[src/rtl/mem_subword_unit_if.sv]
// Bus bundle between the datapath/RAM side (master) and mem_subword_unit (slave).
// Start is a strobe accepted only when Busy is low; Done and AddrErr are single-cycle pulses.
interface mem_subword_unit_if #(
  parameter int ADDR_W = 32
);
  logic              Start;
  logic              Write;
  logic [1:0]        Size;
  logic              Unsigned;
  logic [ADDR_W-1:0] Addr;
  logic [31:0]       WData;
  logic [31:0]       RData;
  logic              Done;
  logic              Busy;
  logic              AddrErr;
  logic [ADDR_W-3:0] MemAddr;
  logic              MemRd;
  logic              MemWr;
  logic [31:0]       MemWData;
  logic [31:0]       MemRData;

  modport master (
    output Start, Write, Size, Unsigned, Addr, WData, MemRData,
    input  RData, Done, Busy, AddrErr, MemAddr, MemRd, MemWr, MemWData
  );

  modport slave (
    input  Start, Write, Size, Unsigned, Addr, WData, MemRData,
    output RData, Done, Busy, AddrErr, MemAddr, MemRd, MemWr, MemWData
  );
endinterface

[src/rtl/mem_subword_unit.sv]
// Big-endian byte/half/word load-store adapter in front of a word-wide synchronous RAM.
// Subword stores run read-modify-write; loads are lane-selected and sign/zero-extended.
module mem_subword_unit #(
  parameter int ADDR_W = 32
) (
  input  logic                 CLK,
  input  logic                 Reset,
  mem_subword_unit_if.slave    bus,
  output logic [2:0]           dbg_state
);

  typedef enum logic [2:0] {
    IDLE      = 3'd0,
    READ      = 3'd1,
    MERGE     = 3'd2,
    WRITE     = 3'd3,
    LOAD_DONE = 3'd4
  } state_e;

  state_e            state_q, state_d;
  logic [ADDR_W-1:0] addr_q, addr_d;
  logic [15:0]       wdata_q, wdata_d;
  logic [1:0]        size_q, size_d;
  logic              write_q, write_d;
  logic              uns_q, uns_d;
  logic [31:0]       rdata_q, rdata_d;
  logic [31:0]       mem_wdata_q, mem_wdata_d;
  logic              done_q, done_d;
  logic              err_q, err_d;

  logic              misaligned;
  logic [7:0]        byte_lane;
  logic [15:0]       half_lane;
  logic [31:0]       load_ext;
  logic [31:0]       merged;

  assign misaligned = (bus.Size == 2'd3) ||
                      ((bus.Size == 2'd1) && bus.Addr[0]) ||
                      ((bus.Size == 2'd2) && (bus.Addr[1:0] != 2'b00));

  // Lane extraction and insertion both key off the latched address; offset 0 is bits 31:24.
  always_comb begin
    byte_lane = 8'h00;
    half_lane = bus.MemRData[31:16];
    load_ext  = bus.MemRData;
    merged    = bus.MemRData;
    case (addr_q[1:0])
      2'd0:    byte_lane = bus.MemRData[31:24];
      2'd1:    byte_lane = bus.MemRData[23:16];
      2'd2:    byte_lane = bus.MemRData[15:8];
      default: byte_lane = bus.MemRData[7:0];
    endcase
    if (addr_q[1]) begin
      half_lane = bus.MemRData[15:0];
    end
    case (size_q)
      2'd0: begin
        load_ext = {{24{byte_lane[7] & ~uns_q}}, byte_lane};
        case (addr_q[1:0])
          2'd0:    merged[31:24] = wdata_q[7:0];
          2'd1:    merged[23:16] = wdata_q[7:0];
          2'd2:    merged[15:8]  = wdata_q[7:0];
          default: merged[7:0]   = wdata_q[7:0];
        endcase
      end
      2'd1: begin
        load_ext = {{16{half_lane[15] & ~uns_q}}, half_lane};
        if (addr_q[1]) begin
          merged[15:0] = wdata_q;
        end else begin
          merged[31:16] = wdata_q;
        end
      end
      default: begin
        load_ext = bus.MemRData;
        merged   = bus.MemRData;
      end
    endcase
  end

  always_comb begin
    state_d     = state_q;
    addr_d      = addr_q;
    wdata_d     = wdata_q;
    size_d      = size_q;
    write_d     = write_q;
    uns_d       = uns_q;
    rdata_d     = rdata_q;
    mem_wdata_d = mem_wdata_q;
    done_d      = 1'b0;
    err_d       = 1'b0;
    case (state_q)
      IDLE: begin
        if (bus.Start) begin
          addr_d  = bus.Addr;
          wdata_d = bus.WData[15:0];
          size_d  = bus.Size;
          write_d = bus.Write;
          uns_d   = bus.Unsigned;
          if (misaligned) begin
            err_d = 1'b1;
          end else if (bus.Write && (bus.Size == 2'd2)) begin
            // Word stores skip the read; the full word is staged straight away.
            mem_wdata_d = bus.WData;
            state_d     = WRITE;
          end else begin
            state_d = READ;
          end
        end
      end
      READ: begin
        state_d = write_q ? MERGE : LOAD_DONE;
      end
      LOAD_DONE: begin
        rdata_d = load_ext;
        done_d  = 1'b1;
        state_d = IDLE;
      end
      MERGE: begin
        mem_wdata_d = merged;
        state_d     = WRITE;
      end
      WRITE: begin
        done_d  = 1'b1;
        state_d = IDLE;
      end
      default: begin
        state_d = IDLE;
      end
    endcase
  end

  always_ff @(posedge CLK) begin
    if (Reset) begin
      state_q     <= IDLE;
      addr_q      <= '0;
      wdata_q     <= '0;
      size_q      <= '0;
      write_q     <= 1'b0;
      uns_q       <= 1'b0;
      rdata_q     <= '0;
      mem_wdata_q <= '0;
      done_q      <= 1'b0;
      err_q       <= 1'b0;
    end else begin
      state_q     <= state_d;
      addr_q      <= addr_d;
      wdata_q     <= wdata_d;
      size_q      <= size_d;
      write_q     <= write_d;
      uns_q       <= uns_d;
      rdata_q     <= rdata_d;
      mem_wdata_q <= mem_wdata_d;
      done_q      <= done_d;
      err_q       <= err_d;
    end
  end

  assign bus.RData    = rdata_q;
  assign bus.Done     = done_q;
  assign bus.AddrErr  = err_q;
  assign bus.Busy     = (state_q != IDLE);
  assign bus.MemRd    = (state_q == READ);
  assign bus.MemWr    = (state_q == WRITE);
  assign bus.MemAddr  = addr_q[ADDR_W-1:2];
  assign bus.MemWData = mem_wdata_q;
  assign dbg_state    = state_q;

endmodule

[src/flat_wrapper.sv]
// flat-port wrapper written by rule: the top's interface ports become plain ports
module mem_subword_unit_flat 
#(
  parameter int ADDR_W = 32
)
  (CLK, Reset, dbg_state, bus_Start, bus_Write, bus_Size, bus_Unsigned, bus_Addr, bus_WData, bus_MemRData, bus_RData, bus_Done, bus_Busy, bus_AddrErr, bus_MemAddr, bus_MemRd, bus_MemWr, bus_MemWData);
  mem_subword_unit_if #(.ADDR_W(ADDR_W)) bus_i ();
  input  logic CLK;
  input  logic Reset;
  output logic [2:0] dbg_state;
  input wire logic [$bits(bus_i.Start)-1:0] bus_Start;
  input wire logic [$bits(bus_i.Write)-1:0] bus_Write;
  input wire logic [$bits(bus_i.Size)-1:0] bus_Size;
  input wire logic [$bits(bus_i.Unsigned)-1:0] bus_Unsigned;
  input wire logic [$bits(bus_i.Addr)-1:0] bus_Addr;
  input wire logic [$bits(bus_i.WData)-1:0] bus_WData;
  input wire logic [$bits(bus_i.MemRData)-1:0] bus_MemRData;
  output wire logic [$bits(bus_i.RData)-1:0] bus_RData;
  output wire logic [$bits(bus_i.Done)-1:0] bus_Done;
  output wire logic [$bits(bus_i.Busy)-1:0] bus_Busy;
  output wire logic [$bits(bus_i.AddrErr)-1:0] bus_AddrErr;
  output wire logic [$bits(bus_i.MemAddr)-1:0] bus_MemAddr;
  output wire logic [$bits(bus_i.MemRd)-1:0] bus_MemRd;
  output wire logic [$bits(bus_i.MemWr)-1:0] bus_MemWr;
  output wire logic [$bits(bus_i.MemWData)-1:0] bus_MemWData;
  assign bus_i.Start = bus_Start;
  assign bus_i.Write = bus_Write;
  assign bus_i.Size = bus_Size;
  assign bus_i.Unsigned = bus_Unsigned;
  assign bus_i.Addr = bus_Addr;
  assign bus_i.WData = bus_WData;
  assign bus_i.MemRData = bus_MemRData;
  assign bus_RData = bus_i.RData;
  assign bus_Done = bus_i.Done;
  assign bus_Busy = bus_i.Busy;
  assign bus_AddrErr = bus_i.AddrErr;
  assign bus_MemAddr = bus_i.MemAddr;
  assign bus_MemRd = bus_i.MemRd;
  assign bus_MemWr = bus_i.MemWr;
  assign bus_MemWData = bus_i.MemWData;
  mem_subword_unit #(.ADDR_W(ADDR_W)) u_core (.CLK(CLK), .Reset(Reset), .bus(bus_i), .dbg_state(dbg_state));
endmodule
[config.mk]
export PLATFORM = sky130hd
export DESIGN_NAME = mem_subword_unit_flat
export DESIGN_NICKNAME = d
export VERILOG_FILES = /design/src/rtl/mem_subword_unit_if.sv /design/src/rtl/mem_subword_unit.sv /design/src/flat_wrapper.sv
export SDC_FILE = /design/constraint.sdc
export NUM_CORES = 1
export LEC_CHECK = 0
export ABC_AREA = 1
export CORE_MARGIN = 4
export CORE_UTILIZATION = 39
export CTS_CLUSTER_SIZE = 30
export DETAILED_ROUTE_END_ITERATION = 7
export PLACE_DENSITY = 0.77
export SLEW_MARGIN = 20
export SYNTH_ARGS = -nofsm -noshare
export SYNTH_HDL_FRONTEND = slang
export SYNTH_SLANG_ARGS = --single-unit
[constraint.sdc]
create_clock -name CLK -period 1.35 [get_ports CLK]
set_input_delay 0.135 -clock CLK [delete_from_list [all_inputs] [get_ports CLK]]
set_output_delay 0.135 -clock CLK [all_outputs]
set_load 0.01 [all_outputs]
* Word-level counts from Yosys, hierarchy flattened
Index checks and enable logic that the tools add are counted.
Word-level totals: memory bits (read-only) 0, output and inout bits 102, logic and storage cells 66, input bits 103, bits in latches 0, RAM bits 0, register bits after elaboration 121, memories kept 0
Cells by class: bitwise logic cells 5, reductions and logical operators 17, multiplexer cells 21, shift operators 0, divide/modulo/power cells 0, eq/ne operators 13, order comparisons 0, multipliers 0, add/subtract/negate cells 0
Operators by type and width (number):
- one-hot mux 32 bit (2 select lines) | 3
- two-way mux 32 bit | 3
- two-way mux 16 bit | 3
- two-way mux 8 bit | 4
- one-hot mux 8 bit (3 select lines) | 1
- two-way mux 3 bit | 3
- one-hot mux 3 bit (3 select lines) | 1
- equality test 2 x 1 -> 1 bit (second input constant) | 3
- equality test 2 bit (second input constant) | 3
- equality test 3 x 2 -> 1 bit (second input constant) | 2
- OR reduction 3 bit | 2
- logical NOT 2 bit | 2
- inequality test 2 bit (second input constant) | 2
- AND reduction 2 bit | 2
- AND reduction 4 bit | 1
- nonzero test 2 bit | 2
- equality test 3 x 1 -> 1 bit (second input constant) | 1
- equality test 3 bit (second input constant) | 1
- logical AND 1 bit | 3
- logical NOT 3 bit | 1
- inverter 1 bit | 3
- nonzero test 3 bit | 1
- bitwise AND 1 bit | 2
- logical OR 1 bit | 2
- other kinds (4) | 5

* Logic depth before layout (Yosys ltp)
Gate-level depths: netlist of the first run.
depth in word-level cells 7, mapped depth 10, gate-level depth less buffers 9

* Worst setup path before layout of the first run
OpenSTA, ideal clock, no wires.
path type register -> register, start register u_core.state_q[1] (netlist: u_core.dbg_state[1]), end register u_core.mem_wdata_q[20] (netlist: u_core.bus.MemWData[20]), data arrival time 1314 ps, stages on the path, launching flop included 8, path buffers 2, setup slack -80 ps, data required time 1234 ps, period minus slack after synthesis 1430 ps, library setup time 116 ps, cell sequence dfxtp_1 nand2_2 o21ai_2 nand2_1 buf_4 buf_4 nor2_1 nor2_1
Between the ends: longest elaborated chain between the ends 3, elaborated cells on any way between the ends 8, classes of those cells eq/ne (4); mux (1); reduce/logical (3)
RTL lines:
- start: declaration | RTL line mem_subword_unit.sv:20 | state_e state_q, state_d;
- start signal: assignment | RTL line mem_subword_unit.sv:146 | state_q <= state_d;
- logical NOT 3 bit or equality test 3 x 2 -> 1 bit (tied branches) | RTL line mem_subword_unit.sv:92 | case (state_q)
- inequality test 2 bit (no line), or another cell as far along
- AND reduction 4 bit (no line)
- end signal: assignment | RTL line mem_subword_unit.sv:153 | mem_wdata_q <= mem_wdata_d;
- end: declaration | RTL line mem_subword_unit.sv:27 | logic [31:0] mem_wdata_q, mem_wdata_d;
Parallel ways exist; a longest one is shown, timed or not. A chain may end at the register's enable or synchronous reset.

* Worst setup path after layout of the first run
start register u_core.state_q[2] (netlist: u_core.dbg_state[2]), end register u_core.mem_wdata_q[17] (netlist: u_core.bus.MemWData[17])
The elaborated chain is that of the path after synthesis.

==> flow_metrics.env, run 1 <==
export IMPL_outcome="complete, but fails checks"
export IMPL_violations="design-rule violations, negative setup slack"
export IMPL_ant_nets=0
export IMPL_r2r_slack_ns=-0.26
export IMPL_finalNetCount=1367
export IMPL_drv_slew=0
export IMPL_drc=28
export IMPL_syn_cell_area_sq_um=6470
export IMPL_vias=7999
export IMPL_route_met3_wl_um=3090
export IMPL_fin_crit_sh_pct=119
export IMPL_viasPerCell=5.35
export IMPL_grt_pass1_vias=7615
export IMPL_place_hpwl_um=17400
export IMPL_pin_count=205
export IMPL_syn_nets=1090
export IMPL_p_int_w=0.00879
export IMPL_p_clk_share_pct=35.3
export IMPL_power_density_nw_per_um2=1190
export IMPL_max_slew_margin_pct=68.8
export IMPL_numPortBuffers=204
export IMPL_synth_top_area_share_pct=37.4
export IMPL_rsz0062_at_grt="true"
export IMPL_crit_arrival_ns=1.92
export IMPL_fp_dieW_um=137
export IMPL_pwr_share_seq_pct=31.6
export IMPL_coreArea_sq_um=16100
export IMPL_worst_slew_pin_transition_ns=0.468
export IMPL_top_layer="met5"
export IMPL_die_y_um=137
export IMPL_wirelength_um=27200
export IMPL_async_flop_share_pct=0
export IMPL_cts_sinks=121
export IMPL_power_switching_share_pct=32.3
export IMPL_clk_latency_ns=0.42
export IMPL_wl_met1_um=10400
export IMPL_power_leakage_nw=5.19
export IMPL_setup_viol=123
export IMPL_antenna_found_initial=2
export IMPL_finalPower_w=0.0130
export IMPL_cts_tree="built"
export IMPL_maxCapViolations=0
export IMPL_grt_max_degree=61
export IMPL_initial_core_util_pct=40.3
export IMPL_ctsHoldBuffers=0
export IMPL_cp_required_ns=1.67
export IMPL_rows=46
export IMPL_first_iter_violations=794
export IMPL_ys_seq_elements=121
export IMPL_grt_usage_pct=26.7
export IMPL_timing_hold_violations_final=0
export IMPL_grt_overflow=0
export IMPL_syn_to_final_growth_pct=68.4
export IMPL_wl_met2_um=12500
export IMPL_ir_drop_v=0.000891
export IMPL_hold_ws_ns=0.109
export IMPL_combPwrFrac_pct=33.1
export IMPL_fin_ws_ns=-0.255
export IMPL_cts_buffer_depth=2
export IMPL_clk_pin_slew_worst_paths_ns=0.06
export IMPL_yosysWarnings=0
export IMPL_final_layout_size_suffix_gt1_share_pct=24.4
export IMPL_worstPathMaxFanout=7
export IMPL_power_switching_w=0.00420
export IMPL_synth_top_cells_by_area="dfxtp_1 37%, nand2_1 11%, a21oi_1 7.7%"
export IMPL_hp_class="in2reg"
export IMPL_cts_buffers=17
export IMPL_dieArea_sq_um=18700
export IMPL_grt_pass1_wl_um=39000
export IMPL_syn_area_per_cell_sq_um=6.56
export IMPL_globalplace_congestion=0.945
export IMPL_end_kind="flip-flop"
export IMPL_yosysSeqAreaShare_pct=37.4
export IMPL_cts_root_buf="clkbuf_16"
export IMPL_routedWlPerCell_um=18.2
export IMPL_start_kind="flip-flop"
export IMPL_cts_htree_levels=4
export IMPL_fillCellCount=1310
export IMPL_netlist_instances=987
export IMPL_synthFlopType="dfxtp_1"
export IMPL_finClkSkew_ns=0.0102
export IMPL_crit_type="reg2reg"
export IMPL_drtPass1Iterations=8
export IMPL_fmax_mhz=623
export IMPL_yosysTopAreaCell="dfxtp_1"
export IMPL_period_minus_slack_ns=1.61
export IMPL_ys_types=35
export IMPL_synth_edf_count=0
## through the flow
step	setup slack [ns]	TNS (ns)	area (sq um)	util [%]	instances
floorplan	-0.0248	-0.212	6490	-	987
global placement	-0.373	-21.22	9340	58.2	1427
detailed placement	-0.434	-24.21	9340	58.2	1427
CTS	-0.233	-13.80	10500	65.5	1483
global route	-0.344	-22.97	10900	67.9	1493
finish	-0.255	-15.23	10900	67.9	1494
## layout by cell type, fill, tap and decap left out, types with 4 or more instances in the layout
| cell type | count |
|---|---|
| nor2_4 | 9 |
| nand2_2 | 6 |
| dfxtp_1 | 116 |
| dlygate4sd2_1 | 97 |
| o21ai_0 | 42 |
| nor2_1 | 90 |
| a31oi_1 | 8 |
| buf_4 | 101 |
| nand4_1 | 9 |
| nand2_4 | 6 |
| o21ai_4 | 7 |
| nand3_1 | 81 |
| nor2_2 | 25 |
| buf_16 | 5 |
| a21oi_2 | 16 |
| clkdlybuf4s50_1 | 101 |
| nor3_1 | 8 |
| clkbuf_16 | 19 |
| o211ai_1 | 8 |
| buf_8 | 6 |
| or2_2 | 7 |
| a22oi_1 | 14 |
| o21ai_2 | 24 |
| o21ai_1 | 22 |
| nand2_1 | 180 |
| buf_12 | 21 |
| inv_1 | 92 |
| clkinvlp_4 | 6 |
| a21oi_1 | 81 |
| buf_6 | 12 |
| a21boi_0 | 4 |
## synthesized netlist by cell type, types with 5 or more instances
cell type and n:
nand2_1 189, dfxtp_1 121, nor2_1 118, a21oi_1 99
inv_1 92, o21ai_0 86, nand3_1 85, buf_4 36
clkbuf_1 29, buf_2 25, a22oi_1 15, a31oi_1 10
nor3_1 10, nand4_1 9, o211ai_1 8, o21ai_1 8
inv_2 7, or2_2 7, a21boi_0 5
## metal layers
| metal | global-route usage (%) | up-vias |
|---|---|---|
| met5 | 0 | - |
| met2 | 44.7 | 469 |
| met3 | 8.53 | 116 |
| met1 | 31.7 | 3649 |
| met4 | 10.5 | 4 |
| li1 | - | 3761 |
## timing repair
item                       CTS  global route
gates cloned                 9             4
pin swaps                    9            55
gates resized for setup    224           107
setup endpoints to repair  219           125
buffers inserted            15            13
## critical path, cell delays in order (launching register included)
cell      delay (ns)
dfxtp_4         0.35
buf_12          0.13
clkinv_8        0.04
nand2_4         0.04
nor2_4          0.11
buf_6           0.14
nand2_4         0.06
nand2_4         0.07
nor2_4          0.04
buf_6           0.15
buf_8           0.14
o21ai_4         0.15
nor2_2          0.05
## final timing paths
kind,from,endpoint,depth (start not counted)
setup / recovery,u_core.dbg_state[2],u_core.bus.MemWData[17],12
hold / removal,Reset,u_core.uns_q,4
setup reg to reg,u_core.dbg_state[2],u_core.bus.MemWData[17],12
hold reg to reg,u_core.addr_q[30],u_core.addr_q[30],2
## cell type report
class / count / area (sq um) / share of cell area, %
Multi-Input combinational cell: 672 / 3660 / 33.6
Timing Repair inverter: 1 / 8.76 / 0.0804
Clock buffer: 22 / 474 / 4.35
Clock inverter: 10 / 120 / 1.10
Timing Repair Buffer: 351 / 3510 / 32.2
Tap cell: 216 / 270 / 2.48
Antenna cell: 1 / 2.50 / 0.0230
Inverter: 100 / 414 / 3.80
Sequential cell: 121 / 2430 / 22.3
## cell families (layout without fill, tap and decap cells)
group,count (synthesis),count (layout),share of synthesized area (%)
flops,121,121,37.4
other cells,0,1,0
compound gates,236,236,19.7
buf+inv,194,484,14.1
simple gates,436,436,28.8
## registers in the layout, summed over array words and instances (netlist names)
signal,flops
u_core.wdata_q,16
u_core.bus.RData,32
u_core.bus.MemWData,32
u_core.uns_q,1
u_core.size_q,2
u_core.write_q,1
u_core.addr_q,32
u_core.bus.Done,1
u_core.dbg_state,3
u_core.bus.AddrErr,1
## power groups by stage
stage          logic [W]  registers (W)  clock network (W)
2_1_floorplan    0.00172        0.00419                  0
3_3_place_gp     0.00353        0.00414                  0
3_5_place_dp     0.00356        0.00415                  0
4_1_cts          0.00388        0.00408            0.00459
5_1_grt          0.00457        0.00415            0.00477
6_report         0.00430        0.00411            0.00458
No activity file was read; power rests on OpenSTA's default activity.
==> run 2: changes to the inputs <==
==> constraint.sdc (replaced) <==
create_clock -name CLK -period 1.35 [get_ports CLK]
set_input_delay 0.135 -clock CLK [delete_from_list [all_inputs] [get_ports CLK]]
set_output_delay 0.135 -clock CLK [all_outputs]
set_load 0.05 [all_outputs]
==> run 2 against run 1 <==
Compared with the run above:
- the flow finishes with violations (negative setup slack)
- worst hold slack better by 0.13 ns
- final cell count up 0.67%
- combinational power up 46%
- largest cell class is now buffers
- register-to-register slack worse by 0.11 ns
- total power up 21%
==> flow_metrics.env, run 2 (synthesis results as in run 1) <==
export IMPL_outcome="complete, but fails checks"
export IMPL_violations="negative setup slack"
export IMPL_maxCapViolations=0
export IMPL_syn_to_final_growth_pct=93.9
export IMPL_end_kind="flip-flop"
export IMPL_crit_arrival_ns=2.03
export IMPL_start_kind="flip-flop"
export IMPL_cts_root_buf="clkbuf_16"
export IMPL_drv_slew=0
export IMPL_routedWlPerCell_um=21.5
export IMPL_fillCellCount=916
export IMPL_fin_crit_sh_pct=127
export IMPL_drc=0
export IMPL_r2r_cells=10
export IMPL_fp_dieW_um=137
export IMPL_cp_depth=10
export IMPL_vias=8664
export IMPL_path_delay_family="simple AND/OR/NAND/NOR gates"
export IMPL_finalPower_w=0.0157
export IMPL_numPortBuffers=204
export IMPL_dieArea_sq_um=18700
export IMPL_timing_hold_violations_final=0
export IMPL_worstPathCellList="inv_4 > nand2_4 > nor2_4 > buf_6 > nand2_2 > nand2_2 > nor2_4 > buf_12 > o21ai_0 > nor2_1"
export IMPL_pin_count=205
export IMPL_grt_pass1_wl_um=44400
export IMPL_crit_type="reg2reg"
export IMPL_hp_class="in2reg"
export IMPL_finalNetCount=1378
export IMPL_finClkSkew_ns=0.0143
export IMPL_cts_buffer_depth=2
export IMPL_grt_max_degree=39
export IMPL_place_hpwl_um=18100
export IMPL_cp_num_buf_inv=3
export IMPL_max_slew_margin_pct=63.4
export IMPL_final_layout_size_suffix_gt1_share_pct=36.8
export IMPL_cts_htree_levels=4
export IMPL_drtPass1Iterations=7
export IMPL_globalplace_congestion=0.932
export IMPL_rsz0062_at_grt="true"
export IMPL_period_minus_slack_ns=1.72
export IMPL_wirelength_um=32300
export IMPL_ant_nets=0
export IMPL_ir_drop_v=0.00128
export IMPL_cts_buffers=17
export IMPL_grt_pass1_vias=8347
export IMPL_hold_path_depth=3
export IMPL_setup_viol=124
export IMPL_cp_required_ns=1.66
export IMPL_coreArea_sq_um=16100
export IMPL_fmax_mhz=582
export IMPL_ctsHoldBuffers=0
export IMPL_fin_ws_ns=-0.369
export IMPL_power_leakage_nw=5.50
export IMPL_power_density_nw_per_um2=1250
export IMPL_worstPathMaxFanout=12
export IMPL_clk_latency_ns=0.44
export IMPL_grt_usage_pct=30.7
export IMPL_layout_common_cells="163 x nand2_1, 124 x buf_12, 115 x dfxtp_1, 101 x nor2_1, 101 x clkdlybuf4s50_1"
export IMPL_first_iter_violations=1207
export IMPL_clk_pin_slew_worst_paths_ns=0.07
export IMPL_tns_ns=-25.20
export IMPL_viasPerCell=5.76
export IMPL_layout_commonest_cell="nand2_1"
export IMPL_grt_overflow=0
export IMPL_die_y_um=137
export IMPL_rows=46
export IMPL_antenna_found_initial=1
export IMPL_worst_slew_pin_transition_ns=0.549
export IMPL_diodes=0
export IMPL_cts_sinks=121
export IMPL_worst_path_largest_cell_delay_ns=0.37
export IMPL_slowest_stage="dfxtp_4"
export IMPL_initial_core_util_pct=40.3
export IMPL_cts_tree="built"
[run 2: where the power goes]
part	internal, W	switching (W)	leakage, nW
Sequential	0.00390	0.000397	0.992
Clock	0.00321	0.00189	0.311
Combinational	0.00293	0.00333	4.19
Total	0.0100	0.00562	5.50
[run 2: area by class of cell]
cell class / instances / area, sq um / share of cell area [%]
clock inverters: 13 / 190 / 1.52
clock buffers: 19 / 453 / 3.61
inverters: 100 / 397 / 3.16
repair buffers: 360 / 4910 / 39.1
well taps: 216 / 270 / 2.15
multi-input cells: 673 / 3870 / 30.8
flip-flops and latches: 121 / 2440 / 19.4
repair inverters: 2 / 22.5 / 0.179
[run 2: through the flow]
step / cell area, sq um / hold slack [ns] / utilization [%] / std cells / setup slack (ns)
2_1_floorplan: 6530 / 0.299 / - / 987 / -0.112
3_3_place_gp: 10200 / 0.442 / 63.8 / 1419 / -0.366
3_5_place_dp: 10200 / 0.458 / 63.8 / 1419 / -0.437
4_1_cts: 12000 / 0.206 / 74.7 / 1490 / -0.220
5_1_grt: 12500 / 0.248 / 78.2 / 1504 / -0.443
6_report: 12500 / 0.240 / 78.2 / 1504 / -0.369
[run 2: what timing repair did]
| item | in CTS | in global routing |
|---|---|---|
| pin swaps | 48 | 35 |
| cloned | 17 | 5 |
| buffers inserted | 22 | 11 |
| gates resized for setup | 173 | 114 |
| endpoints found under the setup margin | 101 | 122 |
[run 2: per-layer routing]
metal / track usage [%] / vias up / part of all wire (%)
li1: - / 3792 / -
met1: 34.0 / 3938 / 33
met2: 50.8 / 721 / 47
met3: 11.9 / 211 / 14
met4: 16.2 / 2 / 6.4
met5: 0 / - / 0.037
[run 2: path summary, 6_finish.rpt]
| path | slack, ns | endpoint | start |
|---|---|---|---|
| max reg2reg | -0.37 | u_core.bus.MemWData[14] | u_core.dbg_state[2] |
| min | 0.24 | u_core.addr_q[9] | Reset |
| max | -0.37 | u_core.bus.MemWData[14] | u_core.dbg_state[2] |
| min reg2reg | 0.49 | u_core.wdata_q[15] | u_core.wdata_q[15] |
[run 2: worst register-to-register path, delay by kind of cell, from the launching register on]
family,cells,cell delay [ns]
flip-flops,1,0.37
AO/OA/AOI/OAI,1,0.26
buffers and inverters,3,0.40
AND/OR/NAND/NOR,6,0.55
